## config.mk

```make
export PLATFORM = sky130hd
export DESIGN_NAME = muldiv_alu
export DESIGN_NICKNAME = d
export VERILOG_FILES = /design/src/rtl/muldiv_alu.sv
export SDC_FILE = /design/constraint.sdc
export NUM_CORES = 1
export LEC_CHECK = 0
export BUFFER_PORTS_ARGS = -buffer_cell sky130_fd_sc_hd__buf_2
export CAP_MARGIN = 20
export CORE_MARGIN = 4
export CORE_UTILIZATION = 40
export DETAILED_ROUTE_END_ITERATION = 8
export MAX_ROUTING_LAYER = met4
export SKIP_LAST_GASP = 1
export SLEW_MARGIN = 15
export SYNTH_ARGS = -nofsm -noshare
export SYNTH_HDL_FRONTEND = slang
export SYNTH_SLANG_ARGS = --single-unit
export TNS_END_PERCENT = 50
```

## constraint.sdc

```tcl
create_clock -name clk -period 6.7 [get_ports clk]
set_input_delay 1.675 -clock clk [delete_from_list [all_inputs] [get_ports clk]]
set_output_delay 1.675 -clock clk [all_outputs]
set_load 0.02 [all_outputs]
```

## src/rtl/muldiv_alu.sv

```systemverilog
// muldiv_alu -- iterative RV32M multiply/divide unit for the execute stage.
//
// Runs MUL, MULH, MULHSU, MULHU, DIV, DIVU, REM and REMU. The datapath is
// radix-2 and takes one step per cycle: shift-add for multiply and restoring
// division for divide. Both work on operand magnitudes. The result is negated
// at the end when the operand signs call for it.
//
// Handshake: a request transfers on a rising edge where in_valid and in_ready
// are both high. A result transfers on an edge where out_valid and out_ready
// are both high. The requester holds op/src1/src2 stable until in_ready.
//
// Optional build macro: MULDIV_EARLY_EXIT_EN. When it is defined, three cases
// skip CALC and go straight to DONE: divide-by-zero, signed overflow, and a
// multiply with a zero operand. When it is not defined, every operation takes
// XLEN CALC cycles, and the divide-by-zero quotient is forced at the end.
//
// Ports:
//   clk        system clock, rising edge
//   rst_n      asynchronous active-low reset
//   in_valid   request valid
//   in_ready   unit can accept a request (IDLE only)
//   op         funct3: 0 MUL,1 MULH,2 MULHSU,3 MULHU,4 DIV,5 DIVU,6 REM,7 REMU
//   src1       operand 1 (multiplicand / dividend)
//   src2       operand 2 (multiplier / divisor)
//   flush      synchronous kill of any in-flight or pending result
//   out_valid  result valid (DONE)
//   out_ready  consumer accepts the result
//   out        registered result
//   zero_flag  1 when out == 0, registered with out
module muldiv_alu #(
   parameter int XLEN  = 32,
   parameter int CNT_W = $clog2(XLEN) + 1
) (
   input  logic            clk,
   input  logic            rst_n,
   input  logic            in_valid,
   output logic            in_ready,
   input  logic [2:0]      op,
   input  logic [XLEN-1:0] src1,
   input  logic [XLEN-1:0] src2,
   input  logic            flush,
   output logic            out_valid,
   input  logic            out_ready,
   output logic [XLEN-1:0] out,
   output logic            zero_flag
);

   typedef enum logic [1:0] {IDLE, CALC, DONE} state_t;

   localparam logic [XLEN-1:0] MIN_NEG  = {1'b1, {(XLEN-1){1'b0}}};
   localparam logic [CNT_W-1:0] CNT_MAX = CNT_W'(XLEN);
   localparam logic [CNT_W-1:0] CNT_ONE = CNT_W'(1);

   state_t             state, state_nxt;
   logic [CNT_W-1:0]   cnt;
   logic [2:0]         op_q;
   logic [2*XLEN-1:0]  acc_q;    // mul: {partial product, multiplier}; div: {remainder, quotient}
   logic [XLEN-1:0]    opnd_q;   // mul: multiplicand magnitude; div: divisor magnitude
   logic               neg_q;    // product / quotient sign
   logic               rneg_q;   // remainder sign (dividend sign)
   logic               dz_q;     // divide by zero seen at accept

   // ---------------- request decode ----------------
   logic               is_div_in, sgn1_in, sgn2_in, s1_in, s2_in;
   logic [XLEN-1:0]    mag1_in, mag2_in;
   logic               dz_in, ovf_in, accept;
   logic               early_hit;
   logic [XLEN-1:0]    early_res;

   always_comb begin
      is_div_in = op[2];
      sgn1_in   = (op == 3'd1) || (op == 3'd2) || (op == 3'd4) || (op == 3'd6);
      sgn2_in   = (op == 3'd1) || (op == 3'd4) || (op == 3'd6);
      s1_in     = sgn1_in && src1[XLEN-1];
      s2_in     = sgn2_in && src2[XLEN-1];
      mag1_in   = s1_in ? (~src1 + 1'b1) : src1;
      mag2_in   = s2_in ? (~src2 + 1'b1) : src2;
      dz_in     = is_div_in && (src2 == '0);
      // Only the signed divide ops (DIV, REM) can overflow.
      ovf_in    = is_div_in && !op[0] && (src1 == MIN_NEG) && (src2 == '1);
      accept    = (state == IDLE) && in_valid && !flush;
   end

`ifdef MULDIV_EARLY_EXIT_EN
   always_comb begin
      early_hit = dz_in || ovf_in || (!is_div_in && ((src1 == '0) || (src2 == '0)));
      early_res = '0;
      if (dz_in)
         early_res = op[1] ? src1 : '1;          // REM/REMU -> dividend, DIV/DIVU -> all ones
      else if (ovf_in)
         early_res = op[1] ? '0 : src1;          // REM -> 0, DIV -> most negative value
   end
`else
   always_comb begin
      early_hit = 1'b0;
      early_res = '0;
   end
`endif

   // ---------------- one iteration step ----------------
   logic [XLEN-1:0]    hi, lo;
   logic [XLEN:0]      mul_sum, cand, diff;
   logic               ge;
   logic [2*XLEN-1:0]  mul_nxt, div_nxt, acc_nxt, prod_fix;
   logic [XLEN-1:0]    q_res, r_res, mul_res, div_res, calc_res;

   always_comb begin
      hi      = acc_q[2*XLEN-1:XLEN];
      lo      = acc_q[XLEN-1:0];
      // Multiply: add the multiplicand when the multiplier LSB is set, then shift right.
      mul_sum = {1'b0, hi} + (lo[0] ? {1'b0, opnd_q} : '0);
      mul_nxt = {mul_sum, lo[XLEN-1:1]};
      // Restoring divide: shift the next dividend bit in and subtract when it fits.
      cand    = {hi, lo[XLEN-1]};
      ge      = (cand >= {1'b0, opnd_q});
      diff    = cand - {1'b0, opnd_q};
      div_nxt = {(ge ? diff[XLEN-1:0] : cand[XLEN-1:0]), lo[XLEN-2:0], ge};
      acc_nxt = op_q[2] ? div_nxt : mul_nxt;

      // Sign fix-up on the value the final step produces.
      prod_fix = neg_q ? (~acc_nxt + 1'b1) : acc_nxt;
      mul_res  = (op_q == 3'd0) ? prod_fix[XLEN-1:0] : prod_fix[2*XLEN-1:XLEN];
      q_res    = neg_q  ? (~acc_nxt[XLEN-1:0] + 1'b1)         : acc_nxt[XLEN-1:0];
      r_res    = rneg_q ? (~acc_nxt[2*XLEN-1:XLEN] + 1'b1)    : acc_nxt[2*XLEN-1:XLEN];
      // Divide-by-zero remainder comes out as the dividend naturally; the
      // quotient has to be forced to all ones.
      div_res  = op_q[1] ? r_res : (dz_q ? '1 : q_res);
      calc_res = op_q[2] ? div_res : mul_res;
   end

   // ---------------- FSM ----------------
   always_ff @(posedge clk or negedge rst_n) begin
      if (!rst_n) state <= IDLE;
      else        state <= state_nxt;
   end

   always_comb begin
      state_nxt = state;
      if (flush) begin
         state_nxt = IDLE;
      end else begin
         case (state)
            IDLE: if (in_valid) state_nxt = early_hit ? DONE : CALC;
            CALC: if (cnt == CNT_ONE) state_nxt = DONE;
            DONE: if (out_ready) state_nxt = IDLE;
            default: state_nxt = IDLE;
         endcase
      end
   end

   assign in_ready  = (state == IDLE) && rst_n;
   assign out_valid = (state == DONE);

   // ---------------- datapath registers ----------------
   always_ff @(posedge clk or negedge rst_n) begin
      if (!rst_n) begin
         cnt       <= '0;
         op_q      <= '0;
         acc_q     <= '0;
         opnd_q    <= '0;
         neg_q     <= 1'b0;
         rneg_q    <= 1'b0;
         dz_q      <= 1'b0;
         out       <= '0;
         zero_flag <= 1'b1;
      end else if (accept) begin
         op_q   <= op;
         neg_q  <= s1_in ^ s2_in;
         rneg_q <= s1_in;
         dz_q   <= dz_in;
         cnt    <= CNT_MAX;
         if (is_div_in) begin
            opnd_q <= mag2_in;
            acc_q  <= {{XLEN{1'b0}}, mag1_in};
         end else begin
            opnd_q <= mag1_in;
            acc_q  <= {{XLEN{1'b0}}, mag2_in};
         end
         if (early_hit) begin
            out       <= early_res;
            zero_flag <= (early_res == '0);
         end
      end else if ((state == CALC) && !flush) begin
         acc_q <= acc_nxt;
         cnt   <= cnt - CNT_ONE;
         if (cnt == CNT_ONE) begin
            out       <= calc_res;
            zero_flag <= (calc_res == '0);
         end
      end
   end

endmodule

```

==> out/results.txt, run 1 <==
Filler cells: 4254
Synth Register Bits: 143
global-route wire length before repair: 111 mm
HPWL Detailed: 59.1 mm
post-route cell area: 18400 µm²
final setup violation count: 0
share of cells above drive strength 1: 12.0%
crit path capture type: flip-flop
sequential share of power: 16.6%
Max clock buf depth: 2
final worst slack: 0.353 ns
number of buffers added on ports: 106
Synth area leaders: dfrtp_1 (21%), o21ai_0 (6.8%), nand2_1 (6.8%)
Area Growth Syn to Fin: 10.2%
CP Cell Sequence: ha_1 > a21oi_1 > o21ai_0 > o31a_4 > nor2_1 > nand2_1 > o21ai_0 > ha_1 > nand2_1 > or4_1 > nor4_4 > buf_4 > nand2_1 > nand3_1 > a21oi_1 > a2111oi_1 > nand2_1 > nor2_1 > nand4b_1 > nor4_1 > nand4_1 > nor4_1 > a41o_1
Leakage Power: 7.55 nW
Cell Area, Synth: 16700 µm²
clock sinks: 143
EDFF count, synth: 0
net count after synthesis: 2417
power share of the combinational group: 72.4%
worst clock skew: 0.0154 ns
Root Driver: clkbuf_16
RSZ-0062 raised after global routing: false
Crit path largest cell delay: 0.63 ns
Pint: 3.90 mW
Hold Startpoint: out[6]
Post-Layout Cell Count: 2857
Final Cycle Share: 94.7%
Commonest cells post-synth: nand2_1 (300), o21ai_0 (225), nor2_1 (191)
most frequent cell after synthesis: nand2_1
# H-tree levels: 4
Power Total: 9.31 mW
fmax: 0.158 GHz
Startpoint Class: flip-flop
Worst Setup SP: acc_q[47]
Setup Total Neg Slack: 0 ns
grt ovf: 0
routed len/inst: 26.2 µm
top_reg_cell synth: dfrtp_1
CP max FO: 9
Most Frequent Cell on Critical Path: nand2_1
Required @ worst endpoint: 7.11 ns
CP Buf/Inv Count: 1
critical path class: flip-flop to flip-flop
status: finished, final reports clean
post-place instance area: 17700 µm²
CP max-delay cell: or4_1
# DRC: 0
post-synthesis sequential area ratio: 21.5%
Worst-path clk slew: 0.07 ns
initial detailed-routing violation count: 2192
gpl congestion: 1.08
Slew @ Worst Pin: 1.05 ns
Vias/cell: 6.43
Vert. Die Dim: 212 µm
Die Footprint: 45000 µm²
final-report max-slew violation count: 0
Post-Route WL: 74.9 mm
Peak VDD IR: 0.229 mV
power density over cell area: 507 nW/µm²
initial antenna violation count: 3
Final Hold Viols: 0
vias post-DR: 18400
antenna-violating nets left: 0
Worst-Skew Late Latency: 0.47 ns
# IOs: 107
pin count of the biggest net entering global routing: 116
Slew HR: 29.1%
sw power: 5.41 mW
Hold Path Class: flip-flop to flip-flop
total CTS buffers: 17
CTS tree: yes
syn avg cell area: 7.33 µm²
max-cap violations: 0
Async SR Flop Fraction: 100%
drt first pass iters: 6
number of global-route vias before repair: 17000
Die X: 212 µm
min cycle time layout: 6.35 ns
crit path DAT: 6.76 ns
Core Region: 41000 µm²
pre-CTS setup slack: 0.306 ns
Synth area leader: dfrtp_1
total global-route track usage: 33.5%
num rows: 74
Post-Synthesis Cells: 2273
yosys warns: 0
Clk pwr share: 11.0%
Top Family by Delay on Critical Path: simple AND/OR/NAND/NOR gates
placed cells: 2815
synth unique cells: 108
Initial Utilization: 40.6%
Synth top area share: 21.3%
nets@finish: 2453
switch share: 58.1%
worst r2r src: acc_q[47]
[registers in the layout, indices dropped and copies added (netlist names)]
register,cells
dz_q,1
out,32
state,2
zero_flag,1
neg_q,1
opnd_q,32
rneg_q,1
acc_q,64
op_q,3
cnt,6
[final cells by class]
| class | instances | area [µm²] | share of cell area [%] |
|---|---|---|---|
| Tap cell | 532 | 666 | 3.63 |
| Antenna cell | 3 | 7.51 | 0.0409 |
| Clock buffer | 17 | 425 | 2.32 |
| Multi-Input combinational cell | 1901 | 12200 | 66.3 |
| Timing Repair Buffer | 175 | 1060 | 5.80 |
| Sequential cell | 143 | 3580 | 19.5 |
| Clock inverter | 15 | 175 | 0.955 |
| Inverter | 71 | 267 | 1.45 |
[path summary, 6_finish.rpt]
check                           cells past startpoint   endpoint  slack [ns]
min in group asynchronous                           1    out[17]        1.22
worst min-delay path                                2     out[6]        0.47
max in group asynchronous                           2  acc_q[52]        4.08
worst max-delay path                               23  zero_flag        0.35
worst max register to register                     23  zero_flag        0.35
worst min register to register                      2     out[6]        0.47
[timing repair]
action | CTS | global route
endpoints found under the setup margin | 0 | 1
hold buffers | 0 | 0
buffers inserted | 0 | 6
resized for setup | 0 | 5
[cells by family (layout without fill, tap and decap cells)]
family | Yosys count | count (layout) | synth area share, %
AO/OA/AOI/OAI | 791 | 791 | 31.4
XOR/XNOR | 176 | 176 | 9.25
adder cells (fa/ha/maj) | 72 | 72 | 5.50
buffers and inverters | 229 | 278 | 5.78
flip-flops | 143 | 143 | 21.5
multiplexers | 51 | 51 | 3.13
other | 0 | 3 | 0
AND/OR/NAND/NOR | 811 | 811 | 23.5
[power groups by stage]
stage / Clock (mW) / Combinational (mW) / Sequential [mW]
finish: 1.02 / 6.74 / 1.55
global route: 1.07 / 7.15 / 1.58
CTS: 1.03 / 6.52 / 1.53
detailed placement: 0 / 6.48 / 1.55
global placement: 0 / 6.51 / 1.53
floorplan: 0 / 4.32 / 1.45
[cells in the final DEF (no fill, tap or decap), types with 9 or more instances in the layout]
master | synthesis | final
buf_4 | 5 | 67
o21a_1 | 20 | 20
nor2b_1 | 20 | 20
o22ai_1 | 11 | 11
inv_1 | 69 | 69
a22o_1 | 18 | 18
o221ai_1 | 9 | 9
a221oi_1 | 11 | 11
and3_1 | 12 | 12
mux2i_1 | 43 | 43
buf_2 | 31 | 105
o21ai_1 | 13 | 13
nor2_1 | 191 | 190
nor4_1 | 22 | 21
a31oi_1 | 35 | 35
xnor2_1 | 93 | 93
ha_1 | 70 | 70
xor2_1 | 83 | 83
a21o_1 | 24 | 24
or4_1 | 14 | 14
and2_1 | 43 | 42
nand3_1 | 44 | 44
clkbuf_16 | 0 | 17
a21oi_1 | 175 | 175
o21ai_0 | 225 | 225
o41ai_1 | 10 | 10
nand2_1 | 300 | 299
dfrtp_1 | 142 | 141
nand4_1 | 32 | 32
o21bai_1 | 9 | 9
nand2b_1 | 16 | 16
or3_1 | 17 | 17
o211ai_1 | 74 | 74
nor3_1 | 42 | 42
a211oi_1 | 18 | 18
o31ai_1 | 23 | 23
[metal layers]
layer / global-route usage [%] / part of all wire (%) / vias to the layer above
met3: 6.58 / 8.9 / 174
met4: 13.5 / 4.7 / 0
met1: 46.7 / 44 / 8831
met5: - / 0 / -
li1: - / - / 8406
met2: 47.5 / 42 / 972
[worst register-to-register path, delay by kind of cell, from the launching register on]
family / cells / cell delay [ns]
compound gates: 7 / 2.07
fa+ha+maj: 2 / 0.78
buf+inv: 1 / 0.19
flops: 1 / 0.43
simple gates: 13 / 2.83
[per-stage QoR]
| stage | util [%] | hold WS, ns |
|---|---|---|
| after global routing | 44.7 | 0.501 |
| after detailed placement | 43.1 | 0.458 |
| final | 44.7 | 0.472 |
| after floorplan | - | 0.464 |
| after CTS | 44.5 | 0.474 |
| after global placement | 43.1 | 0.457 |
Power figures use the tool's default switching activity.
==> inputs of run 2 (changes only) <==
Clock period 6.7 ns to 7.3 ns, I/O delays scaled along.
==> run 2 against run 1 <==
Count of clock-buffer cells in the layout is 3 higher; clock skew shrank 0.0021 ns; design area fell by 1.3%; flip-flop and latch count unchanged; first-iteration DRC count grew 1.7%; fmax down 9.5%; register-to-register slack lost 0.06 ns; total power down 9.0%; sequential share of layout area increased by 0.25 points; non-clock buffer count fell by 26; critical path depth fell by 6; via count fell by 1.4%; critical path type unchanged; largest power group unchanged.
==> out/results.txt, run 2 (synthesis gave the netlist of run 1 again) <==
status: finished, final reports clean
Final Hold Viols: 0 (unchanged)
Slew @ Worst Pin: 1.10 ns (+0.0450 ns)
Crit path largest cell delay: 0.72 ns (+0.09 ns)
CP max FO: 23 (+14)
crit path DAT: 7.43 ns (+0.67 ns)
post-cts resize count: 0 (unchanged)
Peak VDD IR: 0.241 mV (+5.2%)
# H-tree levels: 4 (unchanged)
Max clock buf depth: 2 (unchanged)
total global-route track usage: 33.3% (-0.19 points)
commonest non-fill, non-tap cells in the layout: nand2_1 (299), o21ai_0 (225), nor2_1 (190), a21oi_1 (175), dfrtp_1 (141)
power share of the combinational group: 72.7% (+0.3 points)
Util after Layout: 44.2% (-0.58 points)
Required @ worst endpoint: 7.72 ns (+0.61 ns)
pre-CTS setup slack: 0.374 ns (+0.0671 ns)
Power Total: 8.47 mW (-9.0%)
Pint: 3.52 mW (-9.8%)
Vias/cell: 6.41 (-0.45%)
CP max-delay cell: nor4_2
placed cells: 2794 (-0.75%)
sw power: 4.95 mW (-8.5%)
fmax: 0.143 GHz (-9.5%)
crit path capture type: flip-flop
Area Growth Syn to Fin: 8.76%
Leakage Power: 7.41 nW (-1.8%)
Die X: 212 µm (unchanged)
Worst-path clk slew: 0.07 ns (about the same)
sequential share of power: 16.6% (about the same)
grt ovf: 0 (unchanged)
biggest regs: acc_q x64, opnd_q x32, out x32
global-route wire length before repair: 110 mm (-1.1%)
Final Cycle Share: 96.0% (+1.3 points)
switch share: 58.4% (+0.35 points)
final-report max-slew violation count: 0 (unchanged)
number of global-route vias before repair: 16600 (-2.4%)
Post-Route WL: 74.6 mm (-0.39%)
pin count of the biggest net entering global routing: 116 (unchanged)
Root Driver: clkbuf_16
vias post-DR: 18100 (-1.4%)
Die Footprint: 45000 µm² (unchanged)
share of cells above drive strength 1: 10.9% (-1.1 points)
largest reg by FF count: acc_q
Worst-Skew Late Latency: 0.47 ns (about the same)
max-cap violations: 0 (unchanged)
routed len/inst: 26.4 µm (+0.56%)
Setup Total Neg Slack: 0 ns (unchanged)
worst clock skew: 0.0133 ns (-0.00208 ns)
# IOs: 107 (unchanged)
Core Region: 41000 µm² (unchanged)
initial antenna violation count: 5 (+2)
number of buffers added on ports: 106 (unchanged)
HPWL Detailed: 58.6 mm (-0.78%)
critical path class: flip-flop to flip-flop
# DRC: 0 (unchanged)
num rows: 74 (unchanged)
max reg flops: 64 (unchanged)
Slew HR: 26.2% (-2.9 points)
power density over cell area: 467 nW/µm² (-7.8%)
most common cell after layout, fill and taps aside: nand2_1
RSZ-0062 raised after global routing: false
min cycle time layout: 7.01 ns (+0.664 ns)
Initial Utilization: 40.6% (unchanged)
drt first pass iters: 6 (unchanged)
Post-Layout Cell Count: 2830 (-0.95%)
CTS tree: yes
Startpoint Class: flip-flop
final worst slack: 0.289 ns (-0.0639 ns)
gpl congestion: 1.06 (-2.0%)
# hold bufs at CTS: 0 (unchanged)
Hold Path Class: flip-flop to flip-flop
post-CTS setup buffer count: 0 (unchanged)
nets@finish: 2427 (-1.1%)
final setup violation count: 0 (unchanged)
Clk pwr share: 10.6% (-0.4 points)
antenna-violating nets left: 0 (unchanged)
initial detailed-routing violation count: 2230 (+1.7%)
CP Cell Sequence: ha_1 > nand4b_1 > nor4_2 > o31a_4 > nor2_1 > buf_4 > a311oi_2 > ha_1 > o211a_1 > nand4_1 > nor4_2 > a31oi_1 > o21ai_0 > nand3_1 > or4_1 > nor4_1 > a41o_1
total CTS buffers: 17 (unchanged)
Vert. Die Dim: 212 µm (unchanged)
clock sinks: 143 (unchanged)
==> run 2: changes by cell type in the layout (fill, tap and decap cells not counted), sizes merged <==
cell    previous run  this run
bufinv             2         1
diode              3         2
inv               76        74
clkbuf            18        20
buf              174       149
==> run 2: critical path: cells and delay by family (launching register included) <==
family	cells	cell delay, ns
AND/OR/NAND/NOR	8	3.18
AO/OA/AOI/OAI	6	2.28
adder cells (fa/ha/maj)	2	0.79
flip-flops	1	0.42
buffers and inverters	1	0.27
==> run 2: metal layers <==
metal / part of all wire, % / vias to the layer above / global-route usage (%)
li1: - / 8342 / -
met1: 44 / 8792 / 47.3
met2: 44 / 872 / 48.3
met3: 8.5 / 122 / 5.09
met4: 3.4 / 0 / 11.4
met5: 0 / - / -
==> run 2: area by class of cell <==
| class | count | area, µm² |
|---|---|---|
| fill | 4256 | 22900 |
| multi-input combinational | 1901 | 12100 |
| sequential | 143 | 3580 |
| timing repair buffer | 149 | 883 |
| tap | 532 | 666 |
| clock buffer | 20 | 457 |
| inverter | 71 | 267 |
| clock inverter | 12 | 126 |
| antenna | 2 | 5.00 |
==> run 2: worst paths after layout <==
kind | startpoint | end | slack (ns) | cells after the start
setup / recovery | acc_q[60] | zero_flag | 0.29 | 17
hold / removal | out[31] | out[31] | 0.48 | 2
setup reg to reg | acc_q[60] | zero_flag | 0.29 | 17
hold reg to reg | out[31] | out[31] | 0.48 | 2
max in group asynchronous | rst_n | opnd_q[23] | 4.50 | 2
min in group asynchronous | rst_n | out[4] | 1.37 | 1
==> run 2: power by group through the flow <==
stage | logic, mW | clock network [mW] | registers (mW)
after global routing | 6.56 | 0.942 | 1.44
after detailed placement | 5.94 | 0 | 1.40
after floorplan | 3.96 | 0 | 1.33
after global placement | 5.98 | 0 | 1.39
final | 6.16 | 0.902 | 1.41
after CTS | 5.98 | 0.912 | 1.39
==> run 2: stage by stage <==
| stage | hold WS (ns) | cell area, µm² |
|---|---|---|
| 2_1_floorplan | 0.464 | 16700 |
| 6_report | 0.480 | 18100 |
| 3_3_place_gp | 0.458 | 17500 |
| 5_1_grt | 0.500 | 18100 |
| 3_5_place_dp | 0.463 | 17500 |
| 4_1_cts | 0.481 | 18100 |
==> inputs of run 3 (changes only) <==
Settings changed: ABC_AREA set to 1, REMOVE_ABC_BUFFERS set to 1.
==> run 3 against run 2 <==
Clock power up 7.4%; critical path depth increased by 10; combinational power increased by 28%; critical endpoint unchanged; flip-flop and latch count unchanged; routed wire length is 17% higher; utilization rose by 0.32 points; synthesized cell count grew 38%.
==> out/results.txt, run 3 <==
status: finished, final reports clean
number of buffers added on ports: 106 (unchanged)
met2 wire len: 36.8 mm (+13%)
Hold EP: zero_flag
Vias/cell: 5.68 (-11%)
HPWL Detailed: 70.5 mm (+20%)
Min-Delay Path Depth: 2 (unchanged)
Post-Synthesis Cells: 3135 (+38%)
yosys warns: 0 (unchanged)
placed cells: 3757 (+34%)
Area Growth Syn to Fin: 9.33%
grt ovf: 0 (unchanged)
ANT cells: 0 (-2)
Most Frequent Cell on Critical Path: nand2_1
Setup Total Neg Slack: 0 ns (unchanged)
# IOs: 107 (unchanged)
top_reg_cell synth: dfrtp_1
EDFF count, synth: 0 (unchanged)
R2R Path End: zero_flag
num rows: 77 (+4.1%)
number of global-route vias before repair: 19800 (+20%)
Die X: 221 µm (+4.0%)
Slew HR: 29.8% (+3.6 points)
commonest non-fill, non-tap cells in the layout: nand2_1 (999), inv_1 (441), nor2_1 (296), nand3_1 (266), o21ai_0 (166)
switch share: 63.6% (+5.2 points)
vias post-DR: 21500 (+19%)
Leakage Power: 10.6 nW (+42%)
final-report max-slew violation count: 0 (unchanged)
post-CTS setup buffer count: 0 (unchanged)
Pint: 3.74 mW (+6.2%)
Final Cycle Share: 78.6% (-17 points)
fmax: 0.174 GHz (+22%)
Startpoint Class: flip-flop
worst clock skew: 0.0166 ns (+0.00327 ns)
post-route cell area: 19800 µm² (+9.1%)
final setup violation count: 0 (unchanged)
nets@finish: 3329 (+37%)
Vert. Die Dim: 221 µm (+4.0%)
pin count of the biggest net entering global routing: 66 (-43%)
crit path capture type: flip-flop
global-route wire length before repair: 128 mm (+16%)
Synth area leader: nand2_1
Worst R2R Setup Slack: 1.57 ns (+1.28 ns)
Commonest cells post-synth: nand2_1 (1000), inv_1 (445), nor2_1 (299)
crit path DAT: 6.17 ns (-1.26 ns)
share of cells above drive strength 1: 10.2% (-0.73 points)
Synth area leaders: nand2_1 (21%), dfrtp_1 (20%), inv_1 (9.2%)
Post-Layout Cell Count: 3790 (+34%)
# hold bufs at CTS: 0 (unchanged)
max reg flops: 64 (unchanged)
Initial Utilization: 40.7% (+0.077 points)
critical path class: flip-flop to flip-flop
Synth top area share: 20.8% (-0.56 points)
Post-Route WL: 87.4 mm (+17%)
most common cell after layout, fill and taps aside: nand2_1
synth unique cells: 62 (-43%)
Final Hold Viols: 0 (unchanged)
worst r2r src: acc_q[0]
Hold Path Class: flip-flop to flip-flop
initial antenna violation count: 1 (-4)
# DRC: 0 (unchanged)
Hold Slack: 0.466 ns (-0.0138 ns)
Max clock buf depth: 2 (unchanged)
Required @ worst endpoint: 7.73 ns (about the same)
Core Region: 44400 µm² (+8.3%)
pre-CTS setup slack: 1.95 ns (+1.58 ns)
post-cts resize count: 0 (unchanged)
syn avg cell area: 5.76 µm² (-21%)
Met1 Routed Length: 38.1 mm (+15%)
Crit path largest cell delay: 0.79 ns (+0.07 ns)
Power Total: 10.3 mW (+21%)
total global-route track usage: 36.6% (+3.3 points)
initial detailed-routing violation count: 2842 (+27%)
drt first pass iters: 6 (unchanged)
# H-tree levels: 4 (unchanged)
gpl congestion: 1.08 (+1.8%)
largest reg by FF count: acc_q
power share of the combinational group: 76.4% (+3.7 points)
Top Family by Delay on Critical Path: simple AND/OR/NAND/NOR gates
Util after Layout: 44.5% (+0.32 points)
most frequent cell after synthesis: nand2_1
post-place instance area: 19100 µm² (+9.1%)
Async SR Flop Fraction: 100% (unchanged)
Peak VDD IR: 0.220 mV (-8.7%)
routed len/inst: 23.1 µm (-12%)
antenna-violating nets left: 0 (unchanged)
max-cap violations: 0 (unchanged)
CP Buf/Inv Count: 4 (+3)
post-synthesis sequential area ratio: 19.8% (-1.7 points)
power density over cell area: 521 nW/µm² (+11%)
min cycle time layout: 5.73 ns (-1.28 ns)
Root Driver: clkbuf_16
Worst-Skew Late Latency: 0.50 ns (+0.03 ns)
sw power: 6.54 mW (+32%)
CTS tree: yes
Hold Startpoint: zero_flag
CP max-delay cell: dfrtp_1
Clk pwr share: 9.4% (-1.2 points)
Cell Area, Synth: 18100 µm² (+8.5%)
CP max FO: 19 (-17%)
Slew @ Worst Pin: 1.04 ns (-0.0555 ns)
total CTS buffers: 17 (unchanged)
met3 WL post-DR: 7.91 mm (+25%)
top layer in use: met4
sequential share of power: 14.2% (-2.4 points)
Die Footprint: 48600 µm² (+8.2%)
Worst-path clk slew: 0.08 ns (about the same)
biggest regs: acc_q x64, opnd_q x32, out x32
Synth Register Bits: 143 (unchanged)
RSZ-0062 raised after global routing: false
r2r worst-path depth: 27 (+10)
final worst slack: 1.57 ns (+1.28 ns)
clock sinks: 143 (unchanged)
run 3: per-layer routing:
layer  global-route usage, %  vias to the layer above
met2                    52.8                     1066
met5                       -                        -
met1                    49.8                    10100
met4                    16.8                        0
li1                        -                    10200
met3                    6.77                      189
run 3: cell families after synthesis:
| group | synth area share, % |
|---|---|
| adder cells (fa/ha/maj) | 5.07 |
| AO/OA/AOI/OAI | 14.9 |
| XOR/XNOR | 4.99 |
| buffers and inverters | 12.6 |
| flip-flops | 19.8 |
| AND/OR/NAND/NOR | 42.7 |
run 3: worst reg2reg max path: stages (launching register included):
cell,delay (ns)
dfrtp_1,0.79
buf_4,0.39
nand2_1,0.09
inv_1,0.08
ha_1,0.27
a21oi_1,0.57
inv_1,0.13
nor2_1,0.13
nand2_1,0.15
a21oi_1,0.14
o21ai_0,0.21
nand3_1,0.40
nand2_1,0.22
nor2_1,0.13
nand2_1,0.08
nor2_1,0.35
nand2_1,0.20
nand2_1,0.23
nand3_1,0.29
nand3_1,0.18
nand2_1,0.07
nand2_1,0.11
nand2_1,0.06
inv_1,0.05
nand2_1,0.10
nor2_1,0.11
nand3_1,0.07
nand2_1,0.06
run 3: power by group through the flow:
stage	clock, mW	combinational [mW]	sequential, mW
after floorplan	0	4.88	1.47
after global placement	0	7.65	1.45
after detailed placement	0	7.64	1.46
after CTS	0.982	7.67	1.45
after global routing	1.01	8.53	1.49
final	0.969	7.86	1.46
run 3: worst max-delay path by stage:
stage,start,end,slack (ns),cells after the start
detailed placement,opnd_q[19],zero_flag,1.95,29
floorplan,op_q[2],zero_flag,0.96,21
global route,acc_q[0],zero_flag,1.44,27
global placement,acc_q[0],zero_flag,1.90,27
CTS,opnd_q[19],zero_flag,1.92,29
finish,acc_q[0],zero_flag,1.57,27
run 3: cell type report:
type                            instances  area (µm²)
Fill cell                            4878       24700
Timing Repair Buffer                  134         767
Multi-Input combinational cell       2412       12200
Clock inverter                         15         204
Clock buffer                           17         425
Inverter                              477        1790
Tap cell                              592         741
Sequential cell                       143        3590
